[config.mk]
export PLATFORM = sky130hd
export DESIGN_NAME = led_display_mode_sequencer_flat
export DESIGN_NICKNAME = d
export VERILOG_FILES = /design/src/rtl/led_display_pkg.sv /design/src/rtl/led_display_mode_sequencer_if.sv /design/src/rtl/led_display_ms_tick.sv /design/src/rtl/led_display_mode_sequencer.sv /design/src/flat_wrapper.sv
export SDC_FILE = /design/constraint.sdc
export NUM_CORES = 1
export LEC_CHECK = 0
export ABC_AREA = 0
export CAP_MARGIN = 20
export CORE_MARGIN = 2
export CORE_UTILIZATION = 40
export DETAILED_ROUTE_END_ITERATION = 8
export GPL_TIMING_DRIVEN = 1
export HOLD_SLACK_MARGIN = 0.12
export PLACE_DENSITY = 0.65
export SLEW_MARGIN = 20
export SYNTH_ARGS = -nofsm -noshare
export SYNTH_HDL_FRONTEND = slang
export SYNTH_SLANG_ARGS = --single-unit
[constraint.sdc]
create_clock -name clk_in -period 4.3 [get_ports clk_in]
set_input_delay 0.86 -clock clk_in [delete_from_list [all_inputs] [get_ports clk_in]]
set_output_delay 0.86 -clock clk_in [all_outputs]
set_load 0.005 [all_outputs]
[src/rtl/led_display_pkg.sv]
// Shared definitions for the LED display blocks: the pattern generator's
// mode encoding, the last scan row address, the sequencer FSM states and the
// mode wrap helpers.
// Optional feature macro: LED_SEQ_BLANK_FRAME_EN adds the BLANK state.
package led_display_pkg;

  localparam int unsigned GL_NUM_MODES     = 10;
  localparam logic [3:0]  GL_LAST_ROW_ADDR = 4'hF;

  // Pattern generator modes; MODE_OFF must stay at zero.
  typedef enum logic [3:0] {
    MODE_OFF      = 4'd0,
    MODE_SOLID    = 4'd1,
    MODE_CHECKER  = 4'd2,
    MODE_HBARS    = 4'd3,
    MODE_VBARS    = 4'd4,
    MODE_GRADIENT = 4'd5,
    MODE_SCROLL   = 4'd6,
    MODE_RAIN     = 4'd7,
    MODE_SPARKLE  = 4'd8,
    MODE_TEST     = 4'd9
  } mode_t;

`ifdef LED_SEQ_BLANK_FRAME_EN
  typedef enum logic [1:0] {
    SEQ_RUN     = 2'd0,
    SEQ_PENDING = 2'd1,
    SEQ_BLANK   = 2'd2,
    SEQ_COMMIT  = 2'd3
  } seq_state_t;
`else
  typedef enum logic [1:0] {
    SEQ_RUN     = 2'd0,
    SEQ_PENDING = 2'd1,
    SEQ_COMMIT  = 2'd3
  } seq_state_t;
`endif

  // Next mode, wrapping the last mode back to OFF.
  function automatic logic [3:0] mode_next(input logic [3:0] cur, input logic [3:0] last);
    return (cur >= last) ? 4'd0 : 4'(cur + 4'd1);
  endfunction

  // Previous mode, wrapping OFF to the last mode.
  function automatic logic [3:0] mode_prev(input logic [3:0] cur, input logic [3:0] last);
    return (cur == 4'd0) ? last : 4'(cur - 4'd1);
  endfunction

  // Auto-cycle step: like mode_next but never lands on OFF.
  function automatic logic [3:0] mode_next_auto(input logic [3:0] cur, input logic [3:0] last);
    return (cur >= last) ? 4'd1 : 4'(cur + 4'd1);
  endfunction

endpackage

[src/rtl/led_display_mode_sequencer_if.sv]
// Control/observation bundle of the mode sequencer.
//   master : board control side (drives requests and the observed row handshake)
//   slave  : led_display_mode_sequencer
interface led_display_mode_sequencer_if;
  import led_display_pkg::*;

  logic        auto_en_in;
  logic        next_in;
  logic        prev_in;
  logic [3:0]  mode_sel_in;
  logic        mode_sel_valid_in;
  logic        row_valid_in;
  logic [3:0]  row_address_in;
  logic [3:0]  mode_out;
  logic        switching_out;
  logic        sel_error_out;
  logic [15:0] frame_count_out;

  modport master (
    output auto_en_in, next_in, prev_in, mode_sel_in, mode_sel_valid_in,
           row_valid_in, row_address_in,
    input  mode_out, switching_out, sel_error_out, frame_count_out
  );

  modport slave (
    input  auto_en_in, next_in, prev_in, mode_sel_in, mode_sel_valid_in,
           row_valid_in, row_address_in,
    output mode_out, switching_out, sel_error_out, frame_count_out
  );

endinterface

[src/rtl/led_display_ms_tick.sv]
// Free-running millisecond prescaler: one-cycle tick_out every
// SYS_CLK_FREQ/1000 cycles, or every 100 cycles when SIMULATION != 0.
// Ports: clk_in, reset_in (async, active-high), tick_out (registered).
module led_display_ms_tick
  import led_display_pkg::*;
#(
  parameter int unsigned SYS_CLK_FREQ = 100_000_000,
  parameter int unsigned SIMULATION   = 0
) (
  input  logic clk_in,
  input  logic reset_in,
  output logic tick_out
);

  localparam int unsigned DIV   = (SIMULATION != 0) ? 100 : SYS_CLK_FREQ / 1000;
  localparam int unsigned CNT_W = (DIV > 1) ? $clog2(DIV) : 1;

  logic [CNT_W-1:0] cnt_q, cnt_d;
  logic             tick_q, tick_d;
  logic             wrap_c;

  // Divider counter and tick generation
  always_comb begin
    wrap_c = (cnt_q == CNT_W'(DIV - 1));
    cnt_d  = wrap_c ? '0 : CNT_W'(cnt_q + 1'b1);
    tick_d = wrap_c;
  end

  always_ff @(posedge clk_in or posedge reset_in) begin
    if (reset_in) begin
      cnt_q  <= '0;
      tick_q <= 1'b0;
    end else begin
      cnt_q  <= cnt_d;
      tick_q <= tick_d;
    end
  end

  assign tick_out = tick_q;

endmodule

[src/rtl/led_display_mode_sequencer.sv]
// Owns the pattern generator's mode input. Arbitrates manual requests
// (direct select > next > prev) and the auto dwell timer, then defers the
// change to a frame boundary seen on the generator's row handshake, with a
// timeout forcing the commit if frames stop.
// Ports: clk_in, reset_in (async, active-high), bus (slave modport):
//   requests auto_en/next/prev/mode_sel(+valid), observed row_valid/address,
//   outputs mode_out, switching_out, sel_error_out, frame_count_out.
// Optional feature macro: LED_SEQ_BLANK_FRAME_EN inserts one dark frame
// (mode_out=0) between the old and new pattern.
module led_display_mode_sequencer
  import led_display_pkg::*;
#(
  parameter int unsigned SYS_CLK_FREQ  = 100_000_000,
  parameter int unsigned SIMULATION    = 0,
  parameter int unsigned NUM_MODES     = GL_NUM_MODES,
  parameter int unsigned DWELL_MS      = 5000,
  parameter int unsigned FRAME_TIMEOUT = 65535
) (
  input  logic                          clk_in,
  input  logic                          reset_in,
  led_display_mode_sequencer_if.slave   bus
);

  localparam logic [3:0]  LAST_MODE = 4'(NUM_MODES - 1);
  localparam int unsigned DWELL_W   = $clog2(DWELL_MS + 1);
  localparam int unsigned TO_W      = $clog2(FRAME_TIMEOUT + 1);

  seq_state_t         state_q, state_d;
  logic [3:0]         mode_q, mode_d;
  logic [3:0]         target_q, target_d;
  logic               switching_q, switching_d;
  logic               sel_error_q, sel_error_d;
  logic [15:0]        frame_count_q, frame_count_d;
  logic [DWELL_W-1:0] dwell_q, dwell_d;
  logic [TO_W-1:0]    timeout_q, timeout_d;

  logic               ms_tick;
  logic               frame_end_c;
  logic               dwell_expire_c;
  logic               wait_done_c;
  logic [TO_W-1:0]    timeout_inc_c;
  logic [3:0]         cur_mode_c;
  logic               req_valid_c;
  logic [3:0]         req_mode_c;

  led_display_ms_tick #(
    .SYS_CLK_FREQ (SYS_CLK_FREQ),
    .SIMULATION   (SIMULATION)
  ) u_ms_tick (
    .clk_in   (clk_in),
    .reset_in (reset_in),
    .tick_out (ms_tick)
  );

  // Request arbitration, dwell timer and FSM next-state/outputs
  always_comb begin
    state_d       = state_q;
    mode_d        = mode_q;
    target_d      = target_q;
    switching_d   = switching_q;
    sel_error_d   = 1'b0;
    frame_count_d = frame_count_q;
    dwell_d       = dwell_q;
    timeout_d     = '0;
    req_valid_c   = 1'b0;

    frame_end_c    = bus.row_valid_in && (bus.row_address_in == GL_LAST_ROW_ADDR);
    timeout_inc_c  = TO_W'(timeout_q + 1'b1);
    wait_done_c    = frame_end_c || (timeout_inc_c >= TO_W'(FRAME_TIMEOUT));
    dwell_expire_c = (state_q == SEQ_RUN) && bus.auto_en_in && ms_tick &&
                     (dwell_q >= DWELL_W'(DWELL_MS - 1));

    // While a change is in flight, relative steps are taken from the target.
    cur_mode_c = (state_q == SEQ_RUN) ? mode_q : target_q;
    req_mode_c = cur_mode_c;

    if (bus.mode_sel_valid_in) begin
      if (bus.mode_sel_in > LAST_MODE) begin
        sel_error_d = 1'b1;
      end else begin
        req_valid_c = 1'b1;
        req_mode_c  = bus.mode_sel_in;
      end
    end else if (bus.next_in) begin
      req_valid_c = 1'b1;
      req_mode_c  = mode_next(cur_mode_c, LAST_MODE);
    end else if (bus.prev_in) begin
      req_valid_c = 1'b1;
      req_mode_c  = mode_prev(cur_mode_c, LAST_MODE);
    end else if (dwell_expire_c) begin
      req_valid_c = 1'b1;
      req_mode_c  = mode_next_auto(cur_mode_c, LAST_MODE);
    end

    // Dwell counts ms ticks only in RUN and restarts once it expires.
    if (!bus.auto_en_in) begin
      dwell_d = '0;
    end else if (dwell_expire_c) begin
      dwell_d = '0;
    end else if ((state_q == SEQ_RUN) && ms_tick) begin
      dwell_d = DWELL_W'(dwell_q + 1'b1);
    end

    unique case (state_q)
      SEQ_RUN: begin
        if (frame_end_c && (frame_count_q != 16'hFFFF)) begin
          frame_count_d = 16'(frame_count_q + 16'd1);
        end
        if (req_valid_c && (req_mode_c != mode_q)) begin
          target_d    = req_mode_c;
          switching_d = 1'b1;
          state_d     = SEQ_PENDING;
        end
      end

      SEQ_PENDING: begin
        timeout_d = timeout_inc_c;
        if (req_valid_c) begin
          target_d = req_mode_c;
        end
        if (wait_done_c) begin
          timeout_d = '0;
`ifdef LED_SEQ_BLANK_FRAME_EN
          mode_d  = 4'd0;
          state_d = SEQ_BLANK;
`else
          state_d = SEQ_COMMIT;
`endif
        end
      end

`ifdef LED_SEQ_BLANK_FRAME_EN
      SEQ_BLANK: begin
        timeout_d = timeout_inc_c;
        if (req_valid_c) begin
          target_d = req_mode_c;
        end
        if (wait_done_c) begin
          timeout_d = '0;
          state_d   = SEQ_COMMIT;
        end
      end
`endif

      SEQ_COMMIT: begin
        mode_d        = target_q;
        frame_count_d = '0;
        dwell_d       = '0;
        switching_d   = 1'b0;
        state_d       = SEQ_RUN;
        // A request landing on the commit cycle starts a fresh change.
        if (req_valid_c && (req_mode_c != target_q)) begin
          target_d    = req_mode_c;
          switching_d = 1'b1;
          state_d     = SEQ_PENDING;
        end
      end

      default: begin
        state_d = SEQ_RUN;
      end
    endcase
  end

  always_ff @(posedge clk_in or posedge reset_in) begin
    if (reset_in) begin
      state_q       <= SEQ_RUN;
      mode_q        <= 4'd0;
      target_q      <= 4'd0;
      switching_q   <= 1'b0;
      sel_error_q   <= 1'b0;
      frame_count_q <= 16'd0;
      dwell_q       <= '0;
      timeout_q     <= '0;
    end else begin
      state_q       <= state_d;
      mode_q        <= mode_d;
      target_q      <= target_d;
      switching_q   <= switching_d;
      sel_error_q   <= sel_error_d;
      frame_count_q <= frame_count_d;
      dwell_q       <= dwell_d;
      timeout_q     <= timeout_d;
    end
  end

  assign bus.mode_out        = mode_q;
  assign bus.switching_out   = switching_q;
  assign bus.sel_error_out   = sel_error_q;
  assign bus.frame_count_out = frame_count_q;

endmodule

[src/flat_wrapper.sv]
// flat-port wrapper written by rule: the top's interface ports become plain ports
module led_display_mode_sequencer_flat import led_display_pkg::*;
#(
  parameter int unsigned SYS_CLK_FREQ  = 100_000_000,
  parameter int unsigned SIMULATION    = 0,
  parameter int unsigned NUM_MODES     = GL_NUM_MODES,
  parameter int unsigned DWELL_MS      = 5000,
  parameter int unsigned FRAME_TIMEOUT = 65535
)
  (clk_in, reset_in, bus_auto_en_in, bus_next_in, bus_prev_in, bus_mode_sel_in, bus_mode_sel_valid_in, bus_row_valid_in, bus_row_address_in, bus_mode_out, bus_switching_out, bus_sel_error_out, bus_frame_count_out);
  led_display_mode_sequencer_if bus_i ();
  input  logic clk_in;
  input  logic reset_in;
  input wire logic [$bits(bus_i.auto_en_in)-1:0] bus_auto_en_in;
  input wire logic [$bits(bus_i.next_in)-1:0] bus_next_in;
  input wire logic [$bits(bus_i.prev_in)-1:0] bus_prev_in;
  input wire logic [$bits(bus_i.mode_sel_in)-1:0] bus_mode_sel_in;
  input wire logic [$bits(bus_i.mode_sel_valid_in)-1:0] bus_mode_sel_valid_in;
  input wire logic [$bits(bus_i.row_valid_in)-1:0] bus_row_valid_in;
  input wire logic [$bits(bus_i.row_address_in)-1:0] bus_row_address_in;
  output wire logic [$bits(bus_i.mode_out)-1:0] bus_mode_out;
  output wire logic [$bits(bus_i.switching_out)-1:0] bus_switching_out;
  output wire logic [$bits(bus_i.sel_error_out)-1:0] bus_sel_error_out;
  output wire logic [$bits(bus_i.frame_count_out)-1:0] bus_frame_count_out;
  assign bus_i.auto_en_in = bus_auto_en_in;
  assign bus_i.next_in = bus_next_in;
  assign bus_i.prev_in = bus_prev_in;
  assign bus_i.mode_sel_in = bus_mode_sel_in;
  assign bus_i.mode_sel_valid_in = bus_mode_sel_valid_in;
  assign bus_i.row_valid_in = bus_row_valid_in;
  assign bus_i.row_address_in = bus_row_address_in;
  assign bus_mode_out = bus_i.mode_out;
  assign bus_switching_out = bus_i.switching_out;
  assign bus_sel_error_out = bus_i.sel_error_out;
  assign bus_frame_count_out = bus_i.frame_count_out;
  led_display_mode_sequencer #(.SYS_CLK_FREQ(SYS_CLK_FREQ), .SIMULATION(SIMULATION), .NUM_MODES(NUM_MODES), .DWELL_MS(DWELL_MS), .FRAME_TIMEOUT(FRAME_TIMEOUT)) u_core (.clk_in(clk_in), .reset_in(reset_in), .bus(bus_i));
endmodule
==> results.md, run 1 <==
* Outcome: completed
* CTS tree: yes
* Crit path arrival time at 4330 ps
* Effective utilization at floorplan at 40.9%
* Final hold vios at 0
* Power Total at 2.24 mW
* Ports at 37
* Worst-Skew Late Latency at 360 ps
* #FFs+latches synth at 75
* Vias at 3677
* Setup-failing EPs final at 0
* Total grt overflow at 0
* CTS max path bufs at 2
* Commonest non-fill, non-tap cell in the layout: dfrtp_1
* Num CTS Buffers at 9
* Crit path capture type: register
* Synth warn at 0
* Post-Syn Area at 0.00443 mm²
* WL per Instance at 14.8 µm
* Most frequent cells in the layout: dfrtp_1 (75), nor2_1 (67), nand2_1 (44)
* Worst Skew at 7.24 ps
* IO Port Bufs at 36
* Sink Count at 75
* Die area at 0.0119 mm²
* Non-filler cells, final at 669
* Fill cell count at 1040
* Vias in the first global route at 3515
* ANT cells at 0
* Post-layout net count at 547
* Share of cells above drive strength 1 at 6.43%
* Asr flop ratio synth at 100%
* Leading post-synthesis cells by cell area: dfrtp_1 (42%), xor2_1 (5.9%), nor2_1 (5.7%), xnor2_1 (4.0%), nand2_1 (3.7%)
* Max incr delay on CP at 620 ps
* Setup bufs post-CTS at 0
* Least-Margin Pin Slew at 1030 ps
* Post_cts resized at 0
* Worst Path Required at 4550 ps
* Highest-delay cell along the critical path: dfrtp_1
* Pre-Repair DR Iteration Count at 6
* Worst setup margin at 219 ps
* Slew headroom at 31.0%
* Placed Instances at 653
* Max Fclk at 245 MHz
* Top cell type by total area after synthesis: dfrtp_1
* EDFF count, synth at 0
* Static leakage at 2.16 nW
* Vias per cell at 5.50
* DRC at 0
* Main flop type after synthesis: dfrtp_1
* Initial drt markers at 312
* Final critical-path share of the clock period at 94.9%
* Syn avg cell area at 9.09 µm²
* Critical-path cell list: or2_1 > mux2i_1 > ha_1 > inv_1 > o32ai_1 > mux2i_1 > or4_1 > nand4_1 > nor4b_2 > o221ai_2 > mux2_1
* Sequential-to-total area share from yosys stat at 42.4%
* Crit path buf inv count at 1
* Clock transition at the registers of the reported paths at 80 ps
* Post-Syn Nets at 510
* Power Density at 434 mW/mm²
* Distinct cells, synth at 68
* Clock root cell: clkbuf_8
* Placeable Area at 0.0108 mm²
* Synth Instances at 487
* Die Y at 109 µm
* Total Routing Usage GR at 17.8%
* Setup WS pre-CTS at 321 ps
* Post-route setup TNS at 0 ps
* Worst vdd ir at 0.202 mV
* Die W at 109 µm
* Top delay family on crit path: multiplexers
* DRT antenna net count at 0
* Yosys top cell area share at 42.4%
* CP max FO at 15
* Multi-input gate area at 0.00241 mm²
* Routed wire length at 9880 µm
* CP most frequent cell: mux2i_1
* Worst Hold Class: reg -> reg
* Hold_buf cts at 0
* Minimum clock period at 4080 ps
* Initial antenna violation count at 0
* Post-DP HPWL at 7120 µm
* Crit path kind: reg -> reg
* Synthesis-to-layout area growth at 16.7%
* RePlAce Congestion at 0.881
* Num rows at 38
* Unrepaired setup endpoints after global routing: no
* Max Slew Vio Count at 0
* Register Area at 0.00188 mm²
* CTS HTree Levels at 3
* Largest net degree at the start of global routing at 76
* Max-Cap Viols at 0
* Setup crit start kind: register
* First-pass GRT wire length at 16700 µm
## layout make-up
type	instances	area share, %
Tap cell	140	3.39
Clock inverter	4	1.07
Multi-Input combinational cell	376	46.6
Clock buffer	12	3.20
Inverter	22	1.60
Sequential cell	75	36.3
Timing Repair Buffer	40	7.79
## per-stage QoR
stage	area, µm²	hold WS [ps]	utilization (%)
2_1_floorplan	4430	438	-
3_3_place_gp	4950	456	45.6
3_5_place_dp	4950	458	45.6
4_1_cts	5170	475	47.7
5_1_grt	5170	514	47.7
6_report	5170	471	47.7
## cells in the mapped netlist (3+ instances only)
master and count:
a21oi_1 16, xor2_1 30, nor4b_1 3, ha_1 8, clkbuf_1 8, mux2i_1 7, inv_1 22, nor3_1 10
nand2_1 44, nand4_1 16, and3_1 10, a31oi_1 4, a211o_1 5, or3b_1 3, or3_1 8, o2111ai_1 3
and2_1 5, nor2b_1 3, nand2b_1 5, nor2_1 67, buf_2 5, o31ai_1 3, dfrtp_1 75, xnor2_1 20
or4_1 4, nand3_1 28, o21ai_0 22
## path summary, 6_finish.rpt
check | from | end | slack (ps) | depth (start not counted)
worst max-delay path | u_core.state_q[1]$_DFFE_PP0P_ | u_core.target_q[2]$_DFFE_PP0P_ | 220 | 11
worst min-delay path | u_core.u_ms_tick.cnt_q[4]$_DFF_PP0_ | u_core.u_ms_tick.cnt_q[4]$_DFF_PP0_ | 470 | 1
worst max register to register | u_core.state_q[1]$_DFFE_PP0P_ | u_core.target_q[2]$_DFFE_PP0P_ | 220 | 11
worst min register to register | u_core.u_ms_tick.cnt_q[4]$_DFF_PP0_ | u_core.u_ms_tick.cnt_q[4]$_DFF_PP0_ | 470 | 1
max in group asynchronous | reset_in | u_core.bus.mode_out[2]$_DFFE_PP0P_ | 3090 | 3
min in group asynchronous | reset_in | u_core.timeout_q[10]$_DFF_PP0_ | 910 | 3
## logic make-up after synthesis
| group | count (synthesis) | share of synthesized area, % |
|---|---|---|
| xor gates and xnor gates | 50 | 9.89 |
| buffers and inverters | 36 | 3.19 |
| muxes | 11 | 2.60 |
| and+or+nand+nor | 220 | 25.1 |
| adders and majority gates | 8 | 2.26 |
| DFF | 75 | 42.4 |
| AOI/OAI and AO/OA | 87 | 14.6 |
## state kept, by name (all words and copies together) (netlist names)
name and cells:
u_core.bus.frame_count_out 16, u_core.state_q 2, u_core.u_ms_tick.cnt_q 17, u_core.bus.mode_out 4, u_core.u_ms_tick.tick_out 1, u_core.target_q 4
u_core.bus.switching_out 1, u_core.bus.sel_error_out 1, u_core.timeout_q 16, u_core.dwell_q 13
## power by group
part | switching [mW] | internal [mW]
combinational | 0.436 | 0.320
sequential | 0.117 | 0.769
clock | 0.281 | 0.319
## routing by layer
metal / wire (µm) / global-route usage [%] / vias up
met2: 4490 / 27.6 / 83
met3: 500 / 4.96 / 13
li1: - / - / 1811
met1: 4780 / 24.5 / 1770
met4: 110 / 4.61 / 0
met5: 0 / 0 / -
No activity file was read; power rests on OpenSTA's default activity.
==> inputs of run 2 (changes only) <==
- PLACE_DENSITY: 0.65 -> unset
- PLACE_DENSITY_LB_ADDON: unset -> 0.12
==> run 2 against run 1 <==
Combinational power is 2% lower. Total power is 5.7% lower. First-iteration DRC count is 42% lower. Core utilization is 0.55 points lower. Largest cell class unchanged. Highest routed layer unchanged.
==> results.md, run 2 (synthesis gave the netlist of run 1 again) <==
* Outcome: completed (unchanged)
* Most frequent cells in the layout: dfrtp_1 (74), nor2_1 (67), nand2_1 (44) (was dfrtp_1 (75), nor2_1 (67), nand2_1 (44))
* Total grt overflow at 0 (unchanged)
* Vias at 3640 (was 3677)
* DRT antenna net count at 0 (unchanged)
* Static leakage at 2.13 nW (was 2.16 nW)
* Slew headroom at 41.3% (was 31.0%)
* ANT cells at 0 (unchanged)
* Vias per cell at 5.46 (was 5.50)
* Clock root cell: clkbuf_8 (unchanged)
* Crit path capture type: register (unchanged)
* CTS HTree Levels at 3 (unchanged)
* Pre-Repair DR Iteration Count at 5 (was 6)
* Hold_buf cts at 0 (unchanged)
* Sink Count at 75 (unchanged)
* Die W at 109 µm (unchanged)
* Power Density at 414 mW/mm² (was 434 mW/mm²)
* Setup-failing EPs final at 0 (unchanged)
* Max FFs per register at 17 (unchanged)
* Least-Margin Pin Slew at 879 ps (was 1030 ps)
* Routed wire length at 9740 µm (was 9880 µm)
* Final critical-path share of the clock period at 94.0% (was 94.9%)
* Initial antenna violation count at 0 (unchanged)
* Largest net degree at the start of global routing at 42 (was 76)
* Post-route setup TNS at 0 ps (unchanged)
* Setup crit start kind: register (unchanged)
* Final hold vios at 0 (unchanged)
* Placeable Area at 0.0108 mm² (unchanged)
* Total Routing Usage GR at 17.8% (about the same)
* WL per Instance at 14.6 µm (was 14.8 µm)
* Post_cts resized at 0 (unchanged)
* Die Y at 109 µm (unchanged)
* Num rows at 38 (unchanged)
* Max-Cap Viols at 0 (unchanged)
* Worst-Skew Late Latency at 360 ps (about the same)
* Effective utilization at floorplan at 40.9% (unchanged)
* Setup bufs post-CTS at 0 (unchanged)
* Ports at 37 (unchanged)
* Commonest non-fill, non-tap cell in the layout: dfrtp_1 (unchanged)
* Design area at 0.00511 mm² (was 0.00517 mm²)
* Post-DP HPWL at 6940 µm (was 7120 µm)
* DRC at 0 (unchanged)
* Num CTS Buffers at 9 (unchanged)
* Synthesis-to-layout area growth at 15.3% (was 16.7%)
* Placed Area at 0.00494 mm² (was 0.00495 mm²)
* Post-layout net count at 546 (was 547)
* Initial drt markers at 181 (was 312)
* Minimum clock period at 4040 ps (was 4080 ps)
* Die area at 0.0119 mm² (unchanged)
* Vias in the first global route at 3450 (was 3515)
* Unrepaired setup endpoints after global routing: no (unchanged)
* Clock transition at the registers of the reported paths at 80 ps (about the same)
* Share of cells above drive strength 1 at 5.88% (was 6.43%)
* Max Slew Vio Count at 0 (unchanged)
* CTS tree: yes (unchanged)
* Setup WS pre-CTS at 251 ps (was 321 ps)
* Worst Path Required at 4550 ps (about the same)
* Util after Layout at 47.1% (was 47.7%)
* Crit path kind: reg -> reg (unchanged)
* Worst Skew at 8.96 ps (was 7.24 ps)
* Worst setup margin at 256 ps (was 219 ps)
* Max Fclk at 247 MHz (was 245 MHz)
* Worst vdd ir at 0.201 mV (was 0.202 mV)
* Register with the most flip-flops: u_core.u_ms_tick.cnt_q (unchanged)
* Worst Hold Class: reg -> reg (unchanged)
* Crit path arrival time at 4290 ps (was 4330 ps)
* First-pass GRT wire length at 16500 µm (was 16700 µm)
* CP max FO at 15 (unchanged)
* IO Port Bufs at 36 (unchanged)
* CTS max path bufs at 2 (unchanged)
* RePlAce Congestion at 0.897 (was 0.881)
[run 2: changes by cell type in the layout (fill, tap and decap cells not counted), sizes merged]
cell    before  now
buf          4    3
bufinv       1    0
clkbuf      12   13
inv         23   22
[run 2: worst paths after layout]
path                       slack [ps]  cells after the start                           startpoint                                         to
max reg2reg                       260                     11        u_core.state_q[1]$_DFFE_PP0P_             u_core.target_q[2]$_DFFE_PP0P_
min reg2reg                       480                      1  u_core.u_ms_tick.cnt_q[4]$_DFF_PP0_        u_core.u_ms_tick.cnt_q[4]$_DFF_PP0_
max                               260                     11        u_core.state_q[1]$_DFFE_PP0P_             u_core.target_q[2]$_DFFE_PP0P_
min in group asynchronous        1000                      2                             reset_in  u_core.bus.frame_count_out[2]$_DFFE_PP0P_
max in group asynchronous        2620                      3                             reset_in              u_core.dwell_q[6]$_DFFE_PP0P_
min                               480                      1  u_core.u_ms_tick.cnt_q[4]$_DFF_PP0_        u_core.u_ms_tick.cnt_q[4]$_DFF_PP0_
[run 2: routing by layer]
metal / track usage, % / wire (µm) / up-vias
met2: 25.9 / 4120 / 79
met3: 4.42 / 526 / 12
li1: - / - / 1800
met4: 6.96 / 153 / 0
met5: 0 / 0 / -
met1: 25.3 / 4930 / 1749
[run 2: worst max-delay path, cell delays in order (launching register included)]
cell and delay, ps:
dfrtp_1 610, or2_1 280, mux2i_1 510, ha_1 360, inv_1 80, o32ai_1 490, mux2i_1 210, or4_1 500
nand4_1 150, nor4b_2 70, o221ai_2 300, mux2_1 360
[run 2: layout make-up]
class                           count  area (µm²)
Fill cell                        1057        5730
Multi-Input combinational cell    376        2420
Sequential cell                    75        1880
Timing Repair Buffer               39         395
Tap cell                          140         175
Clock buffer                       13         149
Inverter                           22        82.6
Clock inverter                      2        12.5
[run 2: power breakdown]
group | switching, mW | internal [mW]
registers | 0.114 | 0.769
clock network | 0.269 | 0.222
logic | 0.423 | 0.317
[run 2: through the flow]
stage / power (mW) / std cells / hold WS, ps
finish: 2.11 / 667 / 479
detailed placement: 1.64 / 652 / 461
floorplan: 1.42 / 487 / 438
global route: 2.27 / 667 / 491
CTS: 2.14 / 667 / 476
global placement: 1.63 / 652 / 456
==> inputs of run 3 (changes only) <==
- DONT_BUFFER_PORTS: unset -> 1
==> run 3 against run 2 <==
Die area did not move. Fmax up 1.5%. Worst hold slack worse by 180 ps. Global-route usage is 0.079 points higher. Total power shrank 2.2%. Clock-buffer cell count shrank 1. Setup slack better by 59 ps. Non-clock buffer count decreased by 33. Largest power group unchanged. Design area down 6.5%. Largest cell class unchanged.
==> results.md, run 3 (synthesis gave the netlist of run 1 again) <==
* Share of cells above drive strength 1 at 6.90% (was 5.88%)
* Worst Skew at 7.40 ps (was 8.96 ps)
* Unrepaired setup endpoints after global routing: no (unchanged)
* Max Slew Vio Count at 0 (unchanged)
* Total Routing Usage GR at 17.9% (was 17.8%)
* Setup-failing EPs final at 0 (unchanged)
* Die area at 0.0119 mm² (unchanged)
* FF-to-FF Start: u_core.state_q[1]$_DFFE_PP0P_ (unchanged)
* Path depth of the worst reg2reg path at 11 (unchanged)
* Pre-Repair DR Iteration Count at 5 (unchanged)
* Hold_buf cts at 0 (unchanged)
* Initial drt markers at 222 (was 181)
* Ports at 37 (unchanged)
* Initial antenna violation count at 0 (unchanged)
* Static leakage at 2.02 nW (was 2.13 nW)
* Post_cts resized at 0 (unchanged)
* DRT antenna net count at 0 (unchanged)
* Commonest non-fill, non-tap cell in the layout: dfrtp_1 (unchanged)
* Num rows at 38 (unchanged)
* Slew headroom at 52.9% (was 41.3%)
* Power Density at 433 mW/mm² (was 414 mW/mm²)
* RePlAce Congestion at 0.929 (was 0.897)
* First-pass GRT wire length at 16400 µm (was 16500 µm)
* Final hold vios at 0 (unchanged)
* WL per Instance at 15.3 µm (was 14.6 µm)
* CTS max path bufs at 2 (unchanged)
* Total grt overflow at 0 (unchanged)
* Clock root cell: clkbuf_8 (unchanged)
* Effective utilization at floorplan at 40.9% (unchanged)
* Placed Area at 0.00459 mm² (was 0.00494 mm²)
* Multi-input gate area at 0.00242 mm² (unchanged)
* Crit path arrival time at 4230 ps (was 4290 ps)
* Synthesis-to-layout area growth at 7.85% (was 15.3%)
* Die Y at 109 µm (unchanged)
* Placeable Area at 0.0108 mm² (unchanged)
* Num CTS Buffers at 9 (unchanged)
* CTS tree: yes (unchanged)
* Post-layout net count at 513 (was 546)
* Reg-to-reg critical path endpoint: u_core.target_q[2]$_DFFE_PP0P_ (unchanged)
* Placed Instances at 618 (was 652)
* Minimum clock period at 3980 ps (was 4040 ps)
* Max FFs per register at 17 (unchanged)
* Final critical-path share of the clock period at 92.7% (was 94.0%)
* Register Area at 0.00188 mm² (about the same)
* Design area at 0.00478 mm² (was 0.00511 mm²)
* Register with the most flip-flops: u_core.u_ms_tick.cnt_q (unchanged)
* Worst Hold Class: in -> async (was reg -> reg)
* Max-Cap Viols at 0 (unchanged)
* Die W at 109 µm (unchanged)
* Non-filler cells, final at 633 (was 667)
* Most frequent cells in the layout: dfrtp_1 (75), nor2_1 (67), nand2_1 (44) (was dfrtp_1 (74), nor2_1 (67), nand2_1 (44))
* Worst vdd ir at 0.243 mV (was 0.201 mV)
* DRC at 0 (unchanged)
* Clock transition at the registers of the reported paths at 80 ps (about the same)
* CP max FO at 15 (unchanged)
* Crit path kind: reg -> reg (unchanged)
* Least-Margin Pin Slew at 707 ps (was 879 ps)
* Routed wire length at 9690 µm (was 9740 µm)
* Setup bufs post-CTS at 0 (unchanged)
* IO Port Bufs at 0 (was 36)
* CTS HTree Levels at 3 (unchanged)
* Vias at 3482 (was 3640)
* Sink Count at 75 (unchanged)
* Largest net degree at the start of global routing at 55 (was 42)
* Crit path capture type: register (unchanged)
* Worst-Skew Late Latency at 360 ps (about the same)
* Fill cell count at 1059 (was 1057)
* ANT cells at 0 (unchanged)
* Outcome: completed (unchanged)
* Post-route setup TNS at 0 ps (unchanged)
* Setup crit start kind: register (unchanged)
* Post-DP HPWL at 6880 µm (was 6940 µm)
* Vias in the first global route at 3285 (was 3450)
* Worst Path Required at 4540 ps (was 4550 ps)
* Max Fclk at 251 MHz (was 247 MHz)
* Vias per cell at 5.50 (was 5.46)
* Reg-to-reg slack, setup at 320 ps (was 260 ps)
[run 3: cell types whose count changed in the layout (fill, tap and decap cells not counted)]
| cell | before | now |
|---|---|---|
| clkdlybuf4s50_1 | 36 | 0 |
| buf_4 | 2 | 5 |
| clkbuf_1 | 3 | 1 |
| clkbuf_8 | 10 | 11 |
| clkinv_2 | 1 | 2 |
| dfrtp_1 | 74 | 75 |
| dfrtp_2 | 1 | 0 |
| inv_2 | 1 | 0 |
[run 3: area by class of cell]
type,count,area share (%)
Clock buffer,12,3.25
Clock inverter,2,0.262
Inverter,22,1.75
Multi-Input combinational cell,376,50.6
Sequential cell,75,39.3
Tap cell,140,3.67
Timing Repair Buffer,6,1.20
[run 3: per-layer routing]
metal  vias up  global-route usage [%]  wire [µm]
li1       1732                       -          -
met1      1675                    24.8       4740
met3         9                    5.02        494
met5         -                       0          0
met4         0                    6.78        136
met2        66                    26.4       4320
[run 3: worst max-delay path by stage]
| stage | start | end | slack (ps) | depth (start not counted) |
|---|---|---|---|---|
| finish | u_core.state_q[1]$_DFFE_PP0P_ | u_core.target_q[2]$_DFFE_PP0P_ | 320 | 11 |
| global route | u_core.state_q[1]$_DFFE_PP0P_ | u_core.target_q[2]$_DFFE_PP0P_ | 0.8 | 11 |
| CTS | u_core.state_q[1]$_DFFE_PP0P_ | u_core.target_q[2]$_DFFE_PP0P_ | 400 | 11 |
| detailed placement | u_core.state_q[1]$_DFFE_PP0P_ | u_core.target_q[2]$_DFFE_PP0P_ | 420 | 11 |
| global placement | u_core.state_q[1]$_DFFE_PP0P_ | u_core.target_q[1]$_DFFE_PP0P_ | 520 | 11 |
| floorplan | u_core.state_q[0]$_DFFE_PP0P_ | u_core.target_q[1]$_DFFE_PP0P_ | 900 | 13 |
[run 3: where the power goes]
| part | switching [mW] | internal [mW] |
|---|---|---|
| registers | 0.112 | 0.769 |
| logic | 0.421 | 0.275 |
| clock network | 0.257 | 0.234 |
[run 3: per-stage QoR]
stage	power, mW	hold slack, ps	util (%)	setup WS [ps]
final	2.07	304	44.1	316
after global routing	2.22	297	44.1	0.825
after CTS	2.09	482	43.9	398
after detailed placement	1.59	468	42.3	422
after global placement	1.59	454	42.3	524
after floorplan	1.42	438	-	899
[run 3: critical path, stage by stage (launching register included)]
cell      delay (ps)
dfrtp_1          630
or2_1            270
mux2i_1          500
ha_1             350
inv_1             80
o32ai_1          470
mux2i_1          190
or4_1            500
nand4_1          140
nor4b_2           70
o221ai_2         300
mux2_1           360
